<file path="src/rtl/vram_arbiter.sv">
// Display-priority arbiter sharing one single-port synchronous VRAM with a host command port.
// Optional stall counter: define VRAM_ARB_CONFLICT_CNT_EN to add conflict_cnt/conflict_clr.
module vram_arbiter #(
    parameter int ADDR_W  = 13,
    parameter int DATA_W  = 3,
    parameter int RAM_LAT = 1
) (
    input  logic              clock,
    input  logic              reset_n,
    input  logic              disp_req,
    input  logic [ADDR_W-1:0] disp_addr,
    output logic              disp_rvalid,
    output logic [DATA_W-1:0] disp_rdata,
    input  logic              host_valid,
    output logic              host_ready,
    input  logic              host_we,
    input  logic [ADDR_W-1:0] host_addr,
    input  logic [DATA_W-1:0] host_wdata,
    output logic              host_rvalid,
    output logic [DATA_W-1:0] host_rdata,
    output logic              ram_en,
    output logic              ram_we,
    output logic [ADDR_W-1:0] ram_addr,
    output logic [DATA_W-1:0] ram_wdata,
    input  logic [DATA_W-1:0] ram_rdata
`ifdef VRAM_ARB_CONFLICT_CNT_EN
    ,
    input  logic              conflict_clr,
    output logic [15:0]       conflict_cnt
`endif
);

    typedef enum logic {EMPTY = 1'b0, PENDING = 1'b1} state_t;

    state_t              state_q, state_d;
    logic                hwe_q, hwe_d;
    logic [ADDR_W-1:0]   haddr_q, haddr_d;
    logic [DATA_W-1:0]   hwdata_q, hwdata_d;
    logic                gnt_disp, gnt_host;
    logic                ram_en_q, ram_en_d;
    logic                ram_we_q, ram_we_d;
    logic [ADDR_W-1:0]   ram_addr_q, ram_addr_d;
    logic [DATA_W-1:0]   ram_wdata_q, ram_wdata_d;
    logic                rd_vld_d, rd_host_d;
    logic [RAM_LAT:0]    rd_vld_q, rd_host_q;
    logic                disp_rvalid_q, host_rvalid_q;
    logic [DATA_W-1:0]   disp_rdata_q, host_rdata_q;

    always_comb begin
        state_d     = state_q;
        hwe_d       = hwe_q;
        haddr_d     = haddr_q;
        hwdata_d    = hwdata_q;
        host_ready  = (state_q == EMPTY);
        gnt_disp    = disp_req;
        gnt_host    = !disp_req && (state_q == PENDING);
        case (state_q)
            EMPTY: if (host_valid) begin
                state_d  = PENDING;
                hwe_d    = host_we;
                haddr_d  = host_addr;
                hwdata_d = host_wdata;
            end
            PENDING: if (gnt_host) state_d = EMPTY;
            default: state_d = EMPTY;
        endcase
        ram_en_d    = gnt_disp || gnt_host;
        ram_we_d    = gnt_host && hwe_q;
        ram_addr_d  = gnt_disp ? disp_addr : (gnt_host ? haddr_q : '0);
        ram_wdata_d = ram_we_d ? hwdata_q : '0;
        rd_vld_d    = gnt_disp || (gnt_host && !hwe_q);
        rd_host_d   = gnt_host;
    end

    always_ff @(posedge clock or negedge reset_n) begin
        if (!reset_n) begin
            state_q  <= EMPTY;
            hwe_q    <= 1'b0;
            haddr_q  <= '0;
            hwdata_q <= '0;
        end else begin
            state_q  <= state_d;
            hwe_q    <= hwe_d;
            haddr_q  <= haddr_d;
            hwdata_q <= hwdata_d;
        end
    end

    always_ff @(posedge clock or negedge reset_n) begin
        if (!reset_n) begin
            ram_en_q    <= 1'b0;
            ram_we_q    <= 1'b0;
            ram_addr_q  <= '0;
            ram_wdata_q <= '0;
        end else begin
            ram_en_q    <= ram_en_d;
            ram_we_q    <= ram_we_d;
            ram_addr_q  <= ram_addr_d;
            ram_wdata_q <= ram_wdata_d;
        end
    end

    // Owner tag rides alongside each read; the last stage lines up with valid ram_rdata.
    always_ff @(posedge clock or negedge reset_n) begin
        if (!reset_n) begin
            rd_vld_q  <= '0;
            rd_host_q <= '0;
        end else begin
            rd_vld_q  <= {rd_vld_q[RAM_LAT-1:0], rd_vld_d};
            rd_host_q <= {rd_host_q[RAM_LAT-1:0], rd_host_d};
        end
    end

    always_ff @(posedge clock or negedge reset_n) begin
        if (!reset_n) begin
            disp_rvalid_q <= 1'b0;
            host_rvalid_q <= 1'b0;
            disp_rdata_q  <= '0;
            host_rdata_q  <= '0;
        end else begin
            disp_rvalid_q <= rd_vld_q[RAM_LAT] && !rd_host_q[RAM_LAT];
            host_rvalid_q <= rd_vld_q[RAM_LAT] && rd_host_q[RAM_LAT];
            if (rd_vld_q[RAM_LAT] && !rd_host_q[RAM_LAT]) disp_rdata_q <= ram_rdata;
            if (rd_vld_q[RAM_LAT] && rd_host_q[RAM_LAT])  host_rdata_q <= ram_rdata;
        end
    end

`ifdef VRAM_ARB_CONFLICT_CNT_EN
    logic [15:0] conflict_cnt_q;

    always_ff @(posedge clock or negedge reset_n) begin
        if (!reset_n)
            conflict_cnt_q <= '0;
        else if (conflict_clr)
            conflict_cnt_q <= '0;
        else if (state_q == PENDING && disp_req && conflict_cnt_q != 16'hFFFF)
            conflict_cnt_q <= conflict_cnt_q + 16'd1;
    end

    assign conflict_cnt = conflict_cnt_q;
`endif

    assign ram_en      = ram_en_q;
    assign ram_we      = ram_we_q;
    assign ram_addr    = ram_addr_q;
    assign ram_wdata   = ram_wdata_q;
    assign disp_rvalid = disp_rvalid_q;
    assign disp_rdata  = disp_rdata_q;
    assign host_rvalid = host_rvalid_q;
    assign host_rdata  = host_rdata_q;

endmodule

</file>
<file path="config.mk">
export PLATFORM = sky130hd
export DESIGN_NAME = vram_arbiter
export DESIGN_NICKNAME = d
export VERILOG_FILES = /design/src/rtl/vram_arbiter.sv
export SDC_FILE = /design/constraint.sdc
export NUM_CORES = 1
export LEC_CHECK = 0
export CORE_AREA = 2 2 80 82
export DETAILED_ROUTE_END_ITERATION = 8
export DIE_AREA = 0 0 82 84
export PLACE_DENSITY = 0.62
export SLEW_MARGIN = 20
export SYNTH_ARGS = -nofsm -noshare
export SYNTH_HDL_FRONTEND = slang
export SYNTH_SLANG_ARGS = --single-unit
</file>
<file path="constraint.sdc">
create_clock -name clock -period 2.5 [get_ports clock]
set_input_delay 0.375 -clock clock [delete_from_list [all_inputs] [get_ports clock]]
set_output_delay 0.375 -clock clock [all_outputs]
set_load 0.01 [all_outputs]
</file>
== Word-level counts from Yosys, hierarchy flattened ==
Cells that the tools add are included.
Widths: inputs -> output; s select.

* Reduce and logical (&&, ||, !) cells: 11
* Multiplexer cells: 6
* Bitwise gates (word level): 1

{| class="wikitable"
|+ Operators with widths
! operator !! number
|-
| $mux 13 || 2
|-
| $logic_and 1x1->1 || 5
|-
| $logic_not 1->1 || 3
|-
| $mux 3 || 1
|-
| $logic_or 1x1->1 || 2
|-
| $mux 1 || 2
|-
| $pmux 1 s2 || 1
|-
| $reduce_and 2->1 || 1
|-
| $not 1->1 || 1
|}

* Input bits: 37
* Logic and storage cells: 32
* Bits in registers: 48

== Logic depth before layout (Yosys ltp) ==
Gate-level depths: netlist of the first run.

* Word-level depth: 4
* Gate-level depth with buffers: 5
* Mapped depth without buffers: 3

== Worst setup path after synthesis of the first run ==
OpenSTA, ideal clock, no wires.

* Kind: register to register
* Start point: register state_q
* End point: register haddr_q[10]
* Arrival: 1.118 ns
* Setup slack: 1.257 ns
* Path buffers: 2
* Clock period less this slack: 1.243 ns
* Stages on the path, launching flop included: 5
* Setup time: 0.125 ns
* Cell sequence: dfrtp_1 -> nor2b_1 -> buf_6 -> buf_6 -> mux2_4

* Word-level cells in the longest chain between the ends: 2

{| class="wikitable"
|+ Ends and longest elaborated chain
! element !! RTL line !! RTL
|-
| from (decl) || 35 || <nowiki>state_t state_q, state_d;</nowiki>
|-
| from (signal assigned) || 82 || <nowiki>state_q <= state_d;</nowiki>
|-
| $not 1->1 || n/a ||
|-
| $reduce_and 2->1 (no line) || n/a ||
|-
| to (signal assigned) || 84 || <nowiki>haddr_q <= haddr_d;</nowiki>
|-
| to (decl) || 37 || <nowiki>logic [ADDR_W-1:0] haddr_q, haddr_d;</nowiki>
|}

No other way between the ends.
A chain may end at the register's enable or synchronous reset.

== Worst setup path after layout of the first run ==
* Start point: register state_q
* End point: output port host_ready

* Word-level cells in the longest chain between the ends: 1

{| class="wikitable"
|+ Ends and longest elaborated chain
! element !! RTL line !! RTL
|-
| $not 1->1 || n/a ||
|-
| to (decl) || 15 || <nowiki>output logic host_ready,</nowiki>
|}

No other way between the ends.

==> metrics, run 1 <==
HPWL Detailed ~2600 um; die height around 84 um; CTS buffer count 5; Placed Instances approximately 240; CTS clock-pin slew for the worst setup and hold paths about 0.090 ns; fin. max-slew vios 0; Sink Count 48; Port Buffers 63; core area 0.006096 mm2; Overall Global Routing Usage between 10% and 20%; CTS tree done; Congestion Overflow GR 0; Crit Path Category flip-flop to primary output; actual slew at the worst max-slew pin 0.4592 ns; WP data required 2.12 ns; most common cell after layout, fill and taps aside clkdlybuf4s50_1; Power, Total 1.946 mW; Die X roughly 80 um; CP Cell Sequence inv_1, clkdlybuf4s50_1; RR Startpoint state_q; row count 29; Fill cells 555; outcome finished, final reports clean; Post-Synthesis Cells 104; CTS max path bufs 2; fin crit share approximately 69%; clk root buf clkbuf_8; largest net degree at the start of global routing 23; vias per inst a little over 4; non-filler instance count after layout 252; first-pass GRT wire length 5478 um; remaining antenna violation count 0; Critical Path AT approximately 1.4 ns; Yosys top cell area share 69.26%; Initial DRC Count 34; H-tree lvl count 2; mean post-synth cell area 16.67 um2; initial antenna violation count 0; most frequent cells in the layout clkdlybuf4s50_1 (62), dfrtp_1 (48), mux2_2 (14); FF+latch area 0.001201 mm2; Netlist Area Pre-Place about 0.0017 mm2; area grow syn2layout 48.12%; Min-Delay Path Class primary input to asynchronous set/reset pin; delay of the slowest critical-path stage 0.55 ns; Post-CTS Setup Bufs 0; power per cell area 757.4 mW/mm2; startpoint types flip-flop; MaxCap Viol Count 0; Placer Congestion 0.6980; 1st-pass router iterations 4; n_diodes 0; hold buffers post-CTS 0; YS warnings 0; Post-layout nets around 210; worst-path fanout max 5; routed len/inst 13.36 um; min Tclk post-route 1.733 ns; full die area 0.006888 mm2; DRC viols 0; WL final 3366 um; dpl cell area 0.002457 mm2; Post-Syn Nets 141; R2R Setup Slk approximately 1.1 ns; reg2reg path depth 3; R2R Path End haddr_q[1]; Ports 64; Hold Violations, Final 0; f_max between 500 and 600 MHz; share of layout cells above drive strength 1 22.86%; LEAKAGE 1.140 nW; Crit. End Element primary output; number of synthesized register bits 48; Worst VDD drop 341.7 uV; post_cts resized 0; RSZ-0062 raised after global routing false; initial cell density of the core 28.45%; number of global-route vias before repair 1,114; fin area 0.002569 mm2; Setup Total Neg Slack 0 ns; area of the multi-input gates 478.0 um2; Relative slew margins a little over two thirds; Clock Latency Late Sink 0.30 ns; Yosys top cell by area dfrtp_1; sequential fraction of the synthesis area 69.26%; Final Skew 0.005131 ns; Setup Viol. Count Final 0; slowest library cell on the worst path clkdlybuf4s50_1; Unique masters post-synth 17; total number of vias 1,041; top cells by area, synth dfrtp_1 (69%), mux2_2 (9.1%), mux2_4 (7.8%), a22o_1 (6.6%), buf_6 (1.3%)
==> routing by layer <==
layer	vias up	track usage (%)	routed length, um
li1	501	-	-
met1	498	13.71	1431
met2	36	16.56	1635
met3	6	3.680	223
met4	0	5.455	77
met5	-	0	0
==> power breakdown <==
part / internal, mW / switching (mW) / leakage, nW
Sequential: 0.909 / 0.0620 / 0.581
Combinational: 0.286 / 0.143 / 0.504
Clock: 0.296 / 0.250 / 0.0541
==> how the worst max path moves through the flow <==
stage | startpoint | to | slack, ns
2_1_floorplan | state_q | haddr_q[10] | 1.26
3_3_place_gp | host_valid | haddr_q[2] | 0.63
3_5_place_dp | host_valid | haddr_q[1] | 0.62
4_1_cts | state_q | host_ready | 0.74
5_1_grt | state_q | host_ready | 0.68
6_report | state_q | host_ready | 0.77
==> through the flow <==
stage	utilization (%)	hold WS (ns)	setup WS, ns
3_3_place_gp	40.31	0.3322	0.6287
3_5_place_dp	40.31	0.3356	0.6158
2_1_floorplan	-	0.07941	1.257
6_report	42.14	0.01426	0.7669
4_1_cts	42.14	0.01795	0.7359
5_1_grt	42.14	0.03025	0.6755
==> critical path, delay by kind of cell (launching register included) <==
family / cells / cell delay (ns)
buffers and inverters: 2 / 0.64
flip-flops: 1 / 0.43
==> synthesized netlist by cell type <==
cell type,n
a21o_1,1
a22o_1,13
and2_1,1
and3_1,3
buf_2,1
buf_4,2
buf_6,2
clkbuf_1,1
dfrtp_1,48
inv_1,3
mux2_2,14
mux2_4,9
nand2_1,1
nand2b_1,1
nor2b_1,2
o21bai_1,1
or2_2,1
==> area by class of cell <==
type	instances	share of cell area [%]
Sequential cell	48	46.76
Timing Repair Buffer	69	26.11
Multi-Input combinational cell	47	18.61
Tap cell	77	3.751
Clock buffer	5	2.679
Clock inverter	3	1.656
Inverter	3	0.4384
==> kinds of logic after synthesis <==
kind of cell           share of synthesized area [%]
AOI/OAI and AO/OA                              7.432
buffers and inverters                          3.318
DFF                                            69.26
muxes                                          16.88
and+or+nand+nor                                3.103
==> sequential cells by signal (all words and copies together), names as in the netlist <==
name / count
disp_rdata: 3
disp_rvalid: 1
haddr_q: 13
host_rdata: 3
host_rvalid: 1
hwdata_q: 3
hwe_q: 1
ram_addr: 13
ram_en: 1
ram_wdata: 3
ram_we: 1
rd_host_q: 2
rd_vld_q: 2
state_q: 1
Power figures use the tool's default switching activity.
==> inputs of run 2 (changes only) <==
clock period = 1.8 ns   (was 2.5 ns; I/O delays follow)
==> metrics, run 2 (synthesis gave the netlist of run 1 again) <==
Congestion Overflow GR 0; Port Buffers between 60 and 70; clk root buf clkbuf_8; Final Skew between 0.002 and 0.0025 ns; P_int 1.931 mW; most frequent cells in the layout clkdlybuf4s50_1 (62), dfrtp_1 (48), mux2_2 (14); H-tree lvl count 2; Critical Path AT 1.35 ns; Overall Global Routing Usage 9.969%; most common cell after layout, fill and taps aside clkdlybuf4s50_1; startpoint types flip-flop; core area around 0.0061 mm2; clock share of power a little under a quarter; outcome finished, final reports clean; Min-Delay Path Class flip-flop to flip-flop; die height 84 um; largest net degree at the start of global routing 24; initial antenna violation count 0; actual slew at the worst max-slew pin roughly 0.48 ns; WP data required 1.53 ns; Relative slew margins 68.28%; CP Cell Sequence inv_1, clkdlybuf4s50_1; delay of the slowest critical-path stage 0.55 ns; sw power 0.5958 mW; 1st-pass router iterations 4; Post-layout nets approximately 210; DRC viols 0; Clock Latency Late Sink 0.29 ns; WL final 3279 um; Setup Total Neg Slack 0 ns; Initial DRC Count 14; Die X 82 um; R2R Setup Slk approximately 0.54 ns; Fill cells about 570; worst-path fanout max 5; post_cts resized 0; total number of vias 1,058; Hold Slack 0.3514 ns; CTS clock-pin slew for the worst setup and hold paths ~0.08 ns; number of global-route vias before repair 1,085; fin. max-slew vios 0; sw frac 23.58%; min Tclk post-route 1.617 ns; Ports 64; full die area roughly 0.007 mm2; logic gate share of total power 23.8%; vias per inst 4.165; area grow syn2layout 47.62%; MaxCap Viol Count 0; power per cell area slightly below 1000 mW/mm2; first-pass GRT wire length 5119 um; CTS max path bufs 2; Sequential Power Share 53.5%; HPWL Detailed about 2500 um; Worst VDD drop ~400 uV; CTS tree done; Setup Viol. Count Final 0; Placer Congestion slightly above 0.7; initial cell density of the core 28.45%; n_diodes 0; Post-CTS Setup Bufs 0; CTS buffer count 5; row count 29; fin crit share 89.83%; LEAKAGE 1.141 nW; remaining antenna violation count 0; Crit. End Element primary output; hold buffers post-CTS 1; Hold Violations, Final 0; routed len/inst 12.91 um; Sink Count 48; share of layout cells above drive strength 1 22.60%; slowest library cell on the worst path clkdlybuf4s50_1; RSZ-0062 raised after global routing false; Crit Path Category flip-flop to primary output; f_max 618.4 MHz
run 2: final cells by class:
type                    count  area, um2  area share (%)
clock inverters             1      5.005          0.1955
multi-input cells          47      478.0           18.67
well taps                  77      96.34           3.763
repair buffers             72      695.7           27.17
inverters                   3      11.26          0.4399
flip-flops and latches     48       1201           46.92
clock buffers               6      72.57           2.835
run 2: path summary, 6_finish.rpt:
check / startpoint / depth (start not counted) / to
min in group asynchronous: reset_n / 2 / host_rdata[1]
hold / removal: rd_vld_q[0] / 0 / rd_vld_q[1]
setup / recovery: state_q / 2 / host_ready
setup reg to reg: state_q / 3 / haddr_q[11]
max in group asynchronous: reset_n / 3 / state_q
hold reg to reg: rd_vld_q[0] / 0 / rd_vld_q[1]
run 2: power groups by stage:
stage	sequential [mW]	clock, mW	combinational (mW)
2_1_floorplan	1.40	0	0.248
3_3_place_gp	1.37	0	0.601
3_5_place_dp	1.38	0	0.606
4_1_cts	1.36	0.606	0.611
5_1_grt	1.38	0.647	0.653
6_report	1.35	0.573	0.601
run 2: per-layer routing:
| layer | GRT usage (%) | vias up | routed length, um |
|---|---|---|---|
| met4 | 3.788 | 0 | 43 |
| met3 | 4.004 | 4 | 248 |
| li1 | - | 508 | - |
| met2 | 15.52 | 40 | 1587 |
| met1 | 12.26 | 506 | 1400 |
| met5 | 0 | - | 0 |
run 2: critical path: cells and delay by family, from the launching register on:
family                 cells  cell delay [ns]
buffers and inverters      2             0.64
DFF                        1             0.43
run 2: through the flow:
step                      worst slack (ns)  total power [mW]  area [um2]  instances  utilization, %
after floorplan                     0.5570             1.646        1734        104               -
after global placement              0.2569             1.972        2472        246           40.56
after detailed placement            0.2374             1.984        2472        246           40.56
after CTS                           0.1641             2.571        2560        254           42.00
after global routing                0.1045             2.675        2560        254           42.00
final                               0.1830             2.527        2560        254           42.00
==> inputs of run 3 (changes only) <==
CTS_CLUSTER_SIZE = 14   (was unset)
==> results of run 3 <==
No change in the layout: final DEF, timing and power equal those of run 2.
